$ cat src/rtl/pc_fetch_unit_if.sv
// ---------------------------------------------------------------------------
// pc_fetch_unit_if
// Bundle of every signal between the IF-stage fetch sequencer and its
// neighbours: the decode-side stall and redirect requests, the instruction
// memory request/response handshake, and the buffered instruction that is
// handed to decode.
//
//   stall       decode not accepting the buffered instruction
//   br_taken    taken-branch redirect request
//   br_target   branch target address
//   jmp_valid   jump / jr redirect request
//   jmp_target  jump target address
//   imem_req    fetch request
//   imem_addr   word-aligned fetch address
//   imem_ready  memory completes the current request this cycle
//   imem_rdata  instruction word returned by memory
//   if_valid    buffered instruction is valid
//   if_instr    buffered instruction
//   if_pc       address of if_instr
//   if_npc      if_pc + 4
//
// master: the fetch unit side.  slave: the environment (decode + memory).
// ---------------------------------------------------------------------------
interface pc_fetch_unit_if;
  logic        stall;
  logic        br_taken;
  logic [31:0] br_target;
  logic        jmp_valid;
  logic [31:0] jmp_target;
  logic        imem_req;
  logic [31:0] imem_addr;
  logic        imem_ready;
  logic [31:0] imem_rdata;
  logic        if_valid;
  logic [31:0] if_instr;
  logic [31:0] if_pc;
  logic [31:0] if_npc;

  modport master (
    input  stall, br_taken, br_target, jmp_valid, jmp_target,
    input  imem_ready, imem_rdata,
    output imem_req, imem_addr,
    output if_valid, if_instr, if_pc, if_npc
  );

  modport slave (
    output stall, br_taken, br_target, jmp_valid, jmp_target,
    output imem_ready, imem_rdata,
    input  imem_req, imem_addr,
    input  if_valid, if_instr, if_pc, if_npc
  );
endinterface

$ cat src/rtl/pc_fetch_unit.sv
// ---------------------------------------------------------------------------
// pc_fetch_unit
// Program counter and instruction-fetch sequencer for the IF stage.  Issues
// one word fetch at a time, buffers one fetched instruction for decode (plus
// a single overflow "hold" entry when decode stalls while a fetch lands),
// and redirects on taken branches / jumps, discarding wrong-path data.
//
// Ports
//   clk    rising-edge clock
//   reset  synchronous, active-high reset
//   bus    pc_fetch_unit_if.master (stall, redirects, imem handshake,
//          if_valid / if_instr / if_pc / if_npc)
//
// Parameters
//   RESET_PC  fetch address after reset
// ---------------------------------------------------------------------------
module pc_fetch_unit #(
  parameter logic [31:0] RESET_PC = 32'h0000_3000
) (
  input  logic             clk,
  input  logic             reset,
  pc_fetch_unit_if.master  bus
);

  typedef enum logic {
    S_REQ  = 1'b0,
    S_HOLD = 1'b1
  } state_t;

  state_t      state;
  state_t      state_nxt;

  logic [31:0] fetch_pc;
  logic [31:0] redir_pc;
  logic        kill_q;
  logic [31:0] hold_instr;
  logic [31:0] hold_pc;

  logic        if_valid_q;
  logic [31:0] if_instr_q;
  logic [31:0] if_pc_q;
  logic [31:0] if_npc_q;

  logic        req;
  logic        ready;
  logic        redirect;
  logic        buf_free;
  logic [31:0] tgt;

  function automatic logic [31:0] word_align(input logic [31:0] a);
    return {a[31:2], 2'b00};
  endfunction

  // Modulo-2^32 increment: 0xFFFF_FFFC wraps to 0.
  function automatic logic [31:0] pc_inc(input logic [31:0] a);
    return a + 32'd4;
  endfunction

  // Request decode shared by the FSM and the datapath.
  always_comb begin
    redirect = bus.br_taken || bus.jmp_valid;
    // Branch has priority when both redirects arrive together.
    tgt      = word_align(bus.br_taken ? bus.br_target : bus.jmp_target);
    // Memory responses only count while a request is actually outstanding.
    ready    = bus.imem_ready && req;
    buf_free = !if_valid_q || !bus.stall;
  end

  // FSM: state register
  always_ff @(posedge clk) begin
    if (reset) begin
      state <= S_REQ;
    end else begin
      state <= state_nxt;
    end
  end

  // FSM: next state
  always_comb begin
    state_nxt = state;
    case (state)
      S_REQ: begin
        // A good fetch that cannot enter the buffer parks in the hold entry.
        if (ready && !redirect && !kill_q && !buf_free) begin
          state_nxt = S_HOLD;
        end
      end
      S_HOLD: begin
        if (redirect || buf_free) begin
          state_nxt = S_REQ;
        end
      end
      default: state_nxt = S_REQ;
    endcase
  end

  // FSM: outputs
  always_comb begin
    req           = (state == S_REQ) && !reset;
    bus.imem_req  = req;
    bus.imem_addr = word_align(fetch_pc);
  end

  // Fetch address, wrong-path kill tracking, hold entry and decode buffer.
  // Later assignments in this block take priority: a redirect always wins
  // over the load/consume updates of if_valid.
  always_ff @(posedge clk) begin
    if (reset) begin
      fetch_pc   <= word_align(RESET_PC);
      kill_q     <= 1'b0;
      if_valid_q <= 1'b0;
      if_instr_q <= '0;
      if_pc_q    <= '0;
      if_npc_q   <= '0;
    end else begin
      if (if_valid_q && !bus.stall) begin
        if_valid_q <= 1'b0;
      end

      case (state)
        S_REQ: begin
          if (ready && (redirect || kill_q)) begin
            // Returning data belongs to the abandoned path.
            fetch_pc <= redirect ? tgt : redir_pc;
            kill_q   <= 1'b0;
          end else if (redirect) begin
            // Address must stay stable until the memory answers, so the
            // target is parked and the in-flight word is marked for discard.
            redir_pc <= tgt;
            kill_q   <= 1'b1;
          end else if (ready && buf_free) begin
            if_valid_q <= 1'b1;
            if_instr_q <= bus.imem_rdata;
            if_pc_q    <= fetch_pc;
            if_npc_q   <= pc_inc(fetch_pc);
            fetch_pc   <= pc_inc(fetch_pc);
          end else if (ready) begin
            hold_instr <= bus.imem_rdata;
            hold_pc    <= fetch_pc;
            fetch_pc   <= pc_inc(fetch_pc);
          end
        end
        S_HOLD: begin
          if (redirect) begin
            fetch_pc <= tgt;
          end else if (buf_free) begin
            if_valid_q <= 1'b1;
            if_instr_q <= hold_instr;
            if_pc_q    <= hold_pc;
            if_npc_q   <= pc_inc(hold_pc);
          end
        end
        default: ;
      endcase

      // No delay slots: a redirect flushes the buffered instruction.
      if (redirect) begin
        if_valid_q <= 1'b0;
      end
    end
  end

  assign bus.if_valid = if_valid_q;
  assign bus.if_instr = if_instr_q;
  assign bus.if_pc    = if_pc_q;
  assign bus.if_npc   = if_npc_q;

endmodule

$ cat src/flat_wrapper.sv
// flat-port wrapper written by rule: the top's interface ports become plain ports
module pc_fetch_unit_flat 
#(
  parameter logic [31:0] RESET_PC = 32'h0000_3000
)
  (clk, reset, bus_stall, bus_br_taken, bus_br_target, bus_jmp_valid, bus_jmp_target, bus_imem_ready, bus_imem_rdata, bus_imem_req, bus_imem_addr, bus_if_valid, bus_if_instr, bus_if_pc, bus_if_npc);
  pc_fetch_unit_if bus_i ();
  input  logic clk;
  input  logic reset;
  input wire logic [$bits(bus_i.stall)-1:0] bus_stall;
  input wire logic [$bits(bus_i.br_taken)-1:0] bus_br_taken;
  input wire logic [$bits(bus_i.br_target)-1:0] bus_br_target;
  input wire logic [$bits(bus_i.jmp_valid)-1:0] bus_jmp_valid;
  input wire logic [$bits(bus_i.jmp_target)-1:0] bus_jmp_target;
  input wire logic [$bits(bus_i.imem_ready)-1:0] bus_imem_ready;
  input wire logic [$bits(bus_i.imem_rdata)-1:0] bus_imem_rdata;
  output wire logic [$bits(bus_i.imem_req)-1:0] bus_imem_req;
  output wire logic [$bits(bus_i.imem_addr)-1:0] bus_imem_addr;
  output wire logic [$bits(bus_i.if_valid)-1:0] bus_if_valid;
  output wire logic [$bits(bus_i.if_instr)-1:0] bus_if_instr;
  output wire logic [$bits(bus_i.if_pc)-1:0] bus_if_pc;
  output wire logic [$bits(bus_i.if_npc)-1:0] bus_if_npc;
  assign bus_i.stall = bus_stall;
  assign bus_i.br_taken = bus_br_taken;
  assign bus_i.br_target = bus_br_target;
  assign bus_i.jmp_valid = bus_jmp_valid;
  assign bus_i.jmp_target = bus_jmp_target;
  assign bus_i.imem_ready = bus_imem_ready;
  assign bus_i.imem_rdata = bus_imem_rdata;
  assign bus_imem_req = bus_i.imem_req;
  assign bus_imem_addr = bus_i.imem_addr;
  assign bus_if_valid = bus_i.if_valid;
  assign bus_if_instr = bus_i.if_instr;
  assign bus_if_pc = bus_i.if_pc;
  assign bus_if_npc = bus_i.if_npc;
  pc_fetch_unit #(.RESET_PC(RESET_PC)) u_core (.clk(clk), .reset(reset), .bus(bus_i));
endmodule
$ cat config.mk
export PLATFORM = sky130hd
export DESIGN_NAME = pc_fetch_unit_flat
export DESIGN_NICKNAME = d
export VERILOG_FILES = /design/src/rtl/pc_fetch_unit_if.sv /design/src/rtl/pc_fetch_unit.sv /design/src/flat_wrapper.sv
export SDC_FILE = /design/constraint.sdc
export NUM_CORES = 1
export LEC_CHECK = 0
export ABC_AREA = 0
export BUFFER_PORTS_ARGS = -buffer_cell sky130_fd_sc_hd__buf_4
export CAP_MARGIN = 20
export CORE_MARGIN = 5
export CORE_UTILIZATION = 50
export DETAILED_ROUTE_END_ITERATION = 8
export PLACE_DENSITY = 0.77
export SLEW_MARGIN = 15
export SYNTH_ARGS = -nofsm -noshare
export SYNTH_HDL_FRONTEND = slang
export SYNTH_SLANG_ARGS = --single-unit
export TNS_END_PERCENT = 10
$ cat constraint.sdc
create_clock -name clk -period 5.6 [get_ports clk]
set_input_delay 0 -clock clk [delete_from_list [all_inputs] [get_ports clk]]
set_output_delay 0 -clock clk [all_outputs]
set_load 0.02 [all_outputs]
==> run_results.csv <==
group,metric,value,unit
detailed_routing,wl,32900,um
setup_path,r2r_start,"u_core.state",
floorplanning,io_pins,232,
min_path,min_path_type,"input pin to flip-flop",
setup_path,regToRegSetupSlack,2.46,ns
clocking,ctsRootBufferMaster,"clkbuf_16",
power,p_leak,5.40,nW
power,p_per_area,264,nW/um^2
global_route,grt_start_max_net_pins,110,
sta,fin_hold_ws,-0.00496,ns
sta,setup_viol,0,
clocking,cts_sinks,225,
sta,timing.final.crit_share,56.2,%
setup_path,critPathArrivalTime,3.55,ns
detailed_routing,via_count,9885,
yosys,synth.distinct_cells,58,
floorplanning,rows,54,
floorplanning,die_w,160,um
global_route,antenna_found_initial,1,
floorplanning,core,22000,um^2
setup_path,critPathCaptureType,"flip-flop",
sta,slew_viol_final,0,
placed_design,io_buffers,225,
detailed_routing,vias_per_cell,5.87,
clocking,clock_latency,0.52,ns
sta,finalSetupTns,0,ns
yosys,async_reset_ff_share,0,%
yosys,synth_area_leaders,"edfxtp_1 26%, dfxtp_1 23%, mux2i_1 9.0%",
cells_and_area,nNetsFinal,1487,
clocking,postCtsSetupBuffers,0,
status,status,"finished with violations",
yosys,syn_area_per_cell,9.74,um^2
clocking,cts_tree,"done",
floorplanning,start_util,51.2,%
setup_path,slowest_stage,"nor2_4",
setup_path,reg2regPathDepth,5,
sta,hold_viol,2,
setup_path,crit_buf_inv,0,
yosys,yosysTopAreaCell,"edfxtp_1",
cells_and_area,syn_to_final_growth,28.1,%
detailed_routing,ant_nets,0,
global_route,grt_overflow,0,
sta,slew_headroom,27.9,%
global_route,grt_pass1_wl,51800,um
placed_design,dpl.hpwl,22000,um
sta,skew,0.0182,ns
power,ir_drop,0.203,mV
min_path,whs_endpoint,"u_core.fetch_pc[19]",
detailed_routing,drc,0,
sta,grt_setup_unrepaired,"false",
detailed_routing,firstDrtPassIters,6,
yosys,yosysTopAreaCellShare,25.6,%
setup_path,cp.required,6.01,ns
min_path,whs_path_depth,4,
clocking,cts_buffer_depth,3,
yosys,synth_edf_count,96,
min_path,min_from,"bus_jmp_target[19]",
setup_path,critical_path_class,"flip-flop to flip-flop",
clocking,postCtsResizedCells,0,
placed_design,gp_congestion,0.859,
run,drv_cap,0,
setup_path,path_cells,"or3b_2 > nor2_4 > or3_1 > nor2_1 > a221o_1",
yosys,synth_top_flop_cell,"dfxtp_1",
detailed_routing,drt-initial-drc-count,953,
yosys,ys_ff_latch,225,
global_route,track_usage,24.6,%
clocking,numCtsBuffers,25,
cells_and_area,fill_cells,1752,
yosys,ys_seq_area_share,48.6,%
cells_and_area,drive_above_1_share,21.1,%
clocking,path_clk_slew,0.06,ns
status,violations,"negative hold slack",
floorplanning,dieArea,25600,um^2
global_route,grt_pass1_vias,9512,
setup_path,r2r-end,"u_core.bus.if_npc[30]",
floorplanning,chipHeight,160,um
clocking,htree_levels,1,
setup_path,path_max_fanout,32,
detailed_routing,wl_per_cell,19.6,um
sta,finalCriticalPeriod,3.14,ns
setup_path,cp_slowest_stage_delay,0.71,ns
cells_and_area,final_core_util,65.6,%
yosys,synth.cell_area,11200,um^2
setup_path,startpoint_type,"flip-flop",
yosys,synth_warnings,0,
clocking,cts.hold.buffers_added,92,
yosys,syn_inst,1154,
sta,tightest_slew,1.08,ns
setup_path,critPathTopFamily,"simple AND/OR/NAND/NOR gates",
sta,fmax,0.318,GHz
[cells in the mapped netlist, types with 14 or more instances]
cell type,instances
a211oi_1,75
a21oi_1,57
a221oi_1,14
buf_2,23
buf_4,39
clkbuf_1,53
dfxtp_1,129
edfxtp_1,96
mux2i_1,101
nand2_1,105
nand2b_1,16
nand3_1,21
nand4_1,16
nor2_1,128
nor3_1,24
o21ai_0,57
xnor2_1,26
xor2_1,25
[power breakdown]
group	internal, mW	switching (mW)
Sequential	1.76	0.0448
Combinational	0.203	0.227
Clock	0.896	0.673
Total	2.86	0.944
[layer usage]
metal  vias up  wire length [um]  track usage (%)
met5         -                 0                0
met4         0              1160             8.33
met3        81              2780             4.30
met2       453             15900             41.3
met1      4686             13100             32.4
li1       4665                 -                -
[metrics by stage]
stage / std cells / cell area (um^2) / setup slack [ns] / total power, mW
3_5_place_dp: 1543 / 12700 / 2.44 / 2.21
3_3_place_gp: 1543 / 12700 / 2.46 / 2.20
5_1_grt: 1683 / 14400 / 2.19 / 3.94
2_1_floorplan: 1155 / 11300 / 1.51 / 2.06
4_1_cts: 1681 / 14400 / 2.52 / 3.82
6_report: 1683 / 14400 / 2.46 / 3.80
[layout by cell type (no fill, tap or decap), types with 7 or more instances in the layout]
cell type      synthesis  routed
a211oi_1              75      75
a21oi_1               57      57
a221oi_1              14      14
a22oi_1                8       8
and2_1                 7       7
and3_1                11      11
and4_1                 9       9
buf_4                 39     236
clkbuf_16              0      27
clkinv_2               0       9
dfxtp_1              129     128
dlygate4sd3_1          0      93
edfxtp_1              96      96
inv_1                 11      11
mux2_2                 7       7
mux2i_1              101     101
nand2_1              105     105
nand2b_1              16      16
nand3_1               21      21
nand4_1               16      16
nor2_1               128     128
nor3_1                24      21
nor4_1                 9       9
o211ai_1              10      10
o21ai_0               57      57
o32ai_1               11      11
or3_1                  7       7
xnor2_1               26      26
xor2_1                25      25
[state kept, by name, summed over array words and instances (netlist names)]
signal / cells
u_core.bus.if_npc: 32
u_core.bus.if_instr: 32
u_core.fetch_pc: 32
u_core.hold_instr: 32
u_core.state: 1
u_core.kill_q: 1
u_core.bus.if_valid: 1
u_core.redir_pc: 32
u_core.hold_pc: 32
u_core.bus.if_pc: 30
[worst register-to-register path, delay by kind of cell, from the launching register on]
family | cells | cell delay, ns
AO/OA/AOI/OAI | 1 | 0.35
flip-flops | 1 | 0.34
AND/OR/NAND/NOR | 4 | 2.34
[layout make-up]
class / instances / area [um^2] / area share, %
clock buffers: 34 / 712 / 4.94
well taps: 280 / 350 / 2.43
clock inverters: 12 / 70.1 / 0.487
diodes: 1 / 2.50 / 0.0174
inverters: 12 / 45.0 / 0.313
flip-flops and latches: 225 / 5470 / 38.0
multi-input cells: 790 / 5050 / 35.1
repair buffers: 329 / 2700 / 18.8
[cells by family after synthesis]
family	after synthesis	synth area share, %
AND/OR/NAND/NOR	366	15.4
other	1	0.0334
buffers and inverters	140	6.70
flip-flops	225	48.6
AO/OA/AOI/OAI	261	15.3
adder cells (fa/ha/maj)	2	0.223
multiplexers	108	9.69
XOR/XNOR	51	3.97
[worst max-delay path by stage]
stage                        startpoint                      to  cells after the start
after CTS                 u_core.kill_q   u_core.bus.if_npc[29]                      7
after floorplan            u_core.state    u_core.hold_instr[0]                      4
after global placement            reset   u_core.bus.if_npc[30]                      6
after detailed placement          reset   u_core.bus.if_npc[30]                      6
after global routing      u_core.kill_q  u_core.bus.if_instr[8]                      6
final                      u_core.state   u_core.bus.if_npc[30]                      5
(Power assumes the default switching activity.)
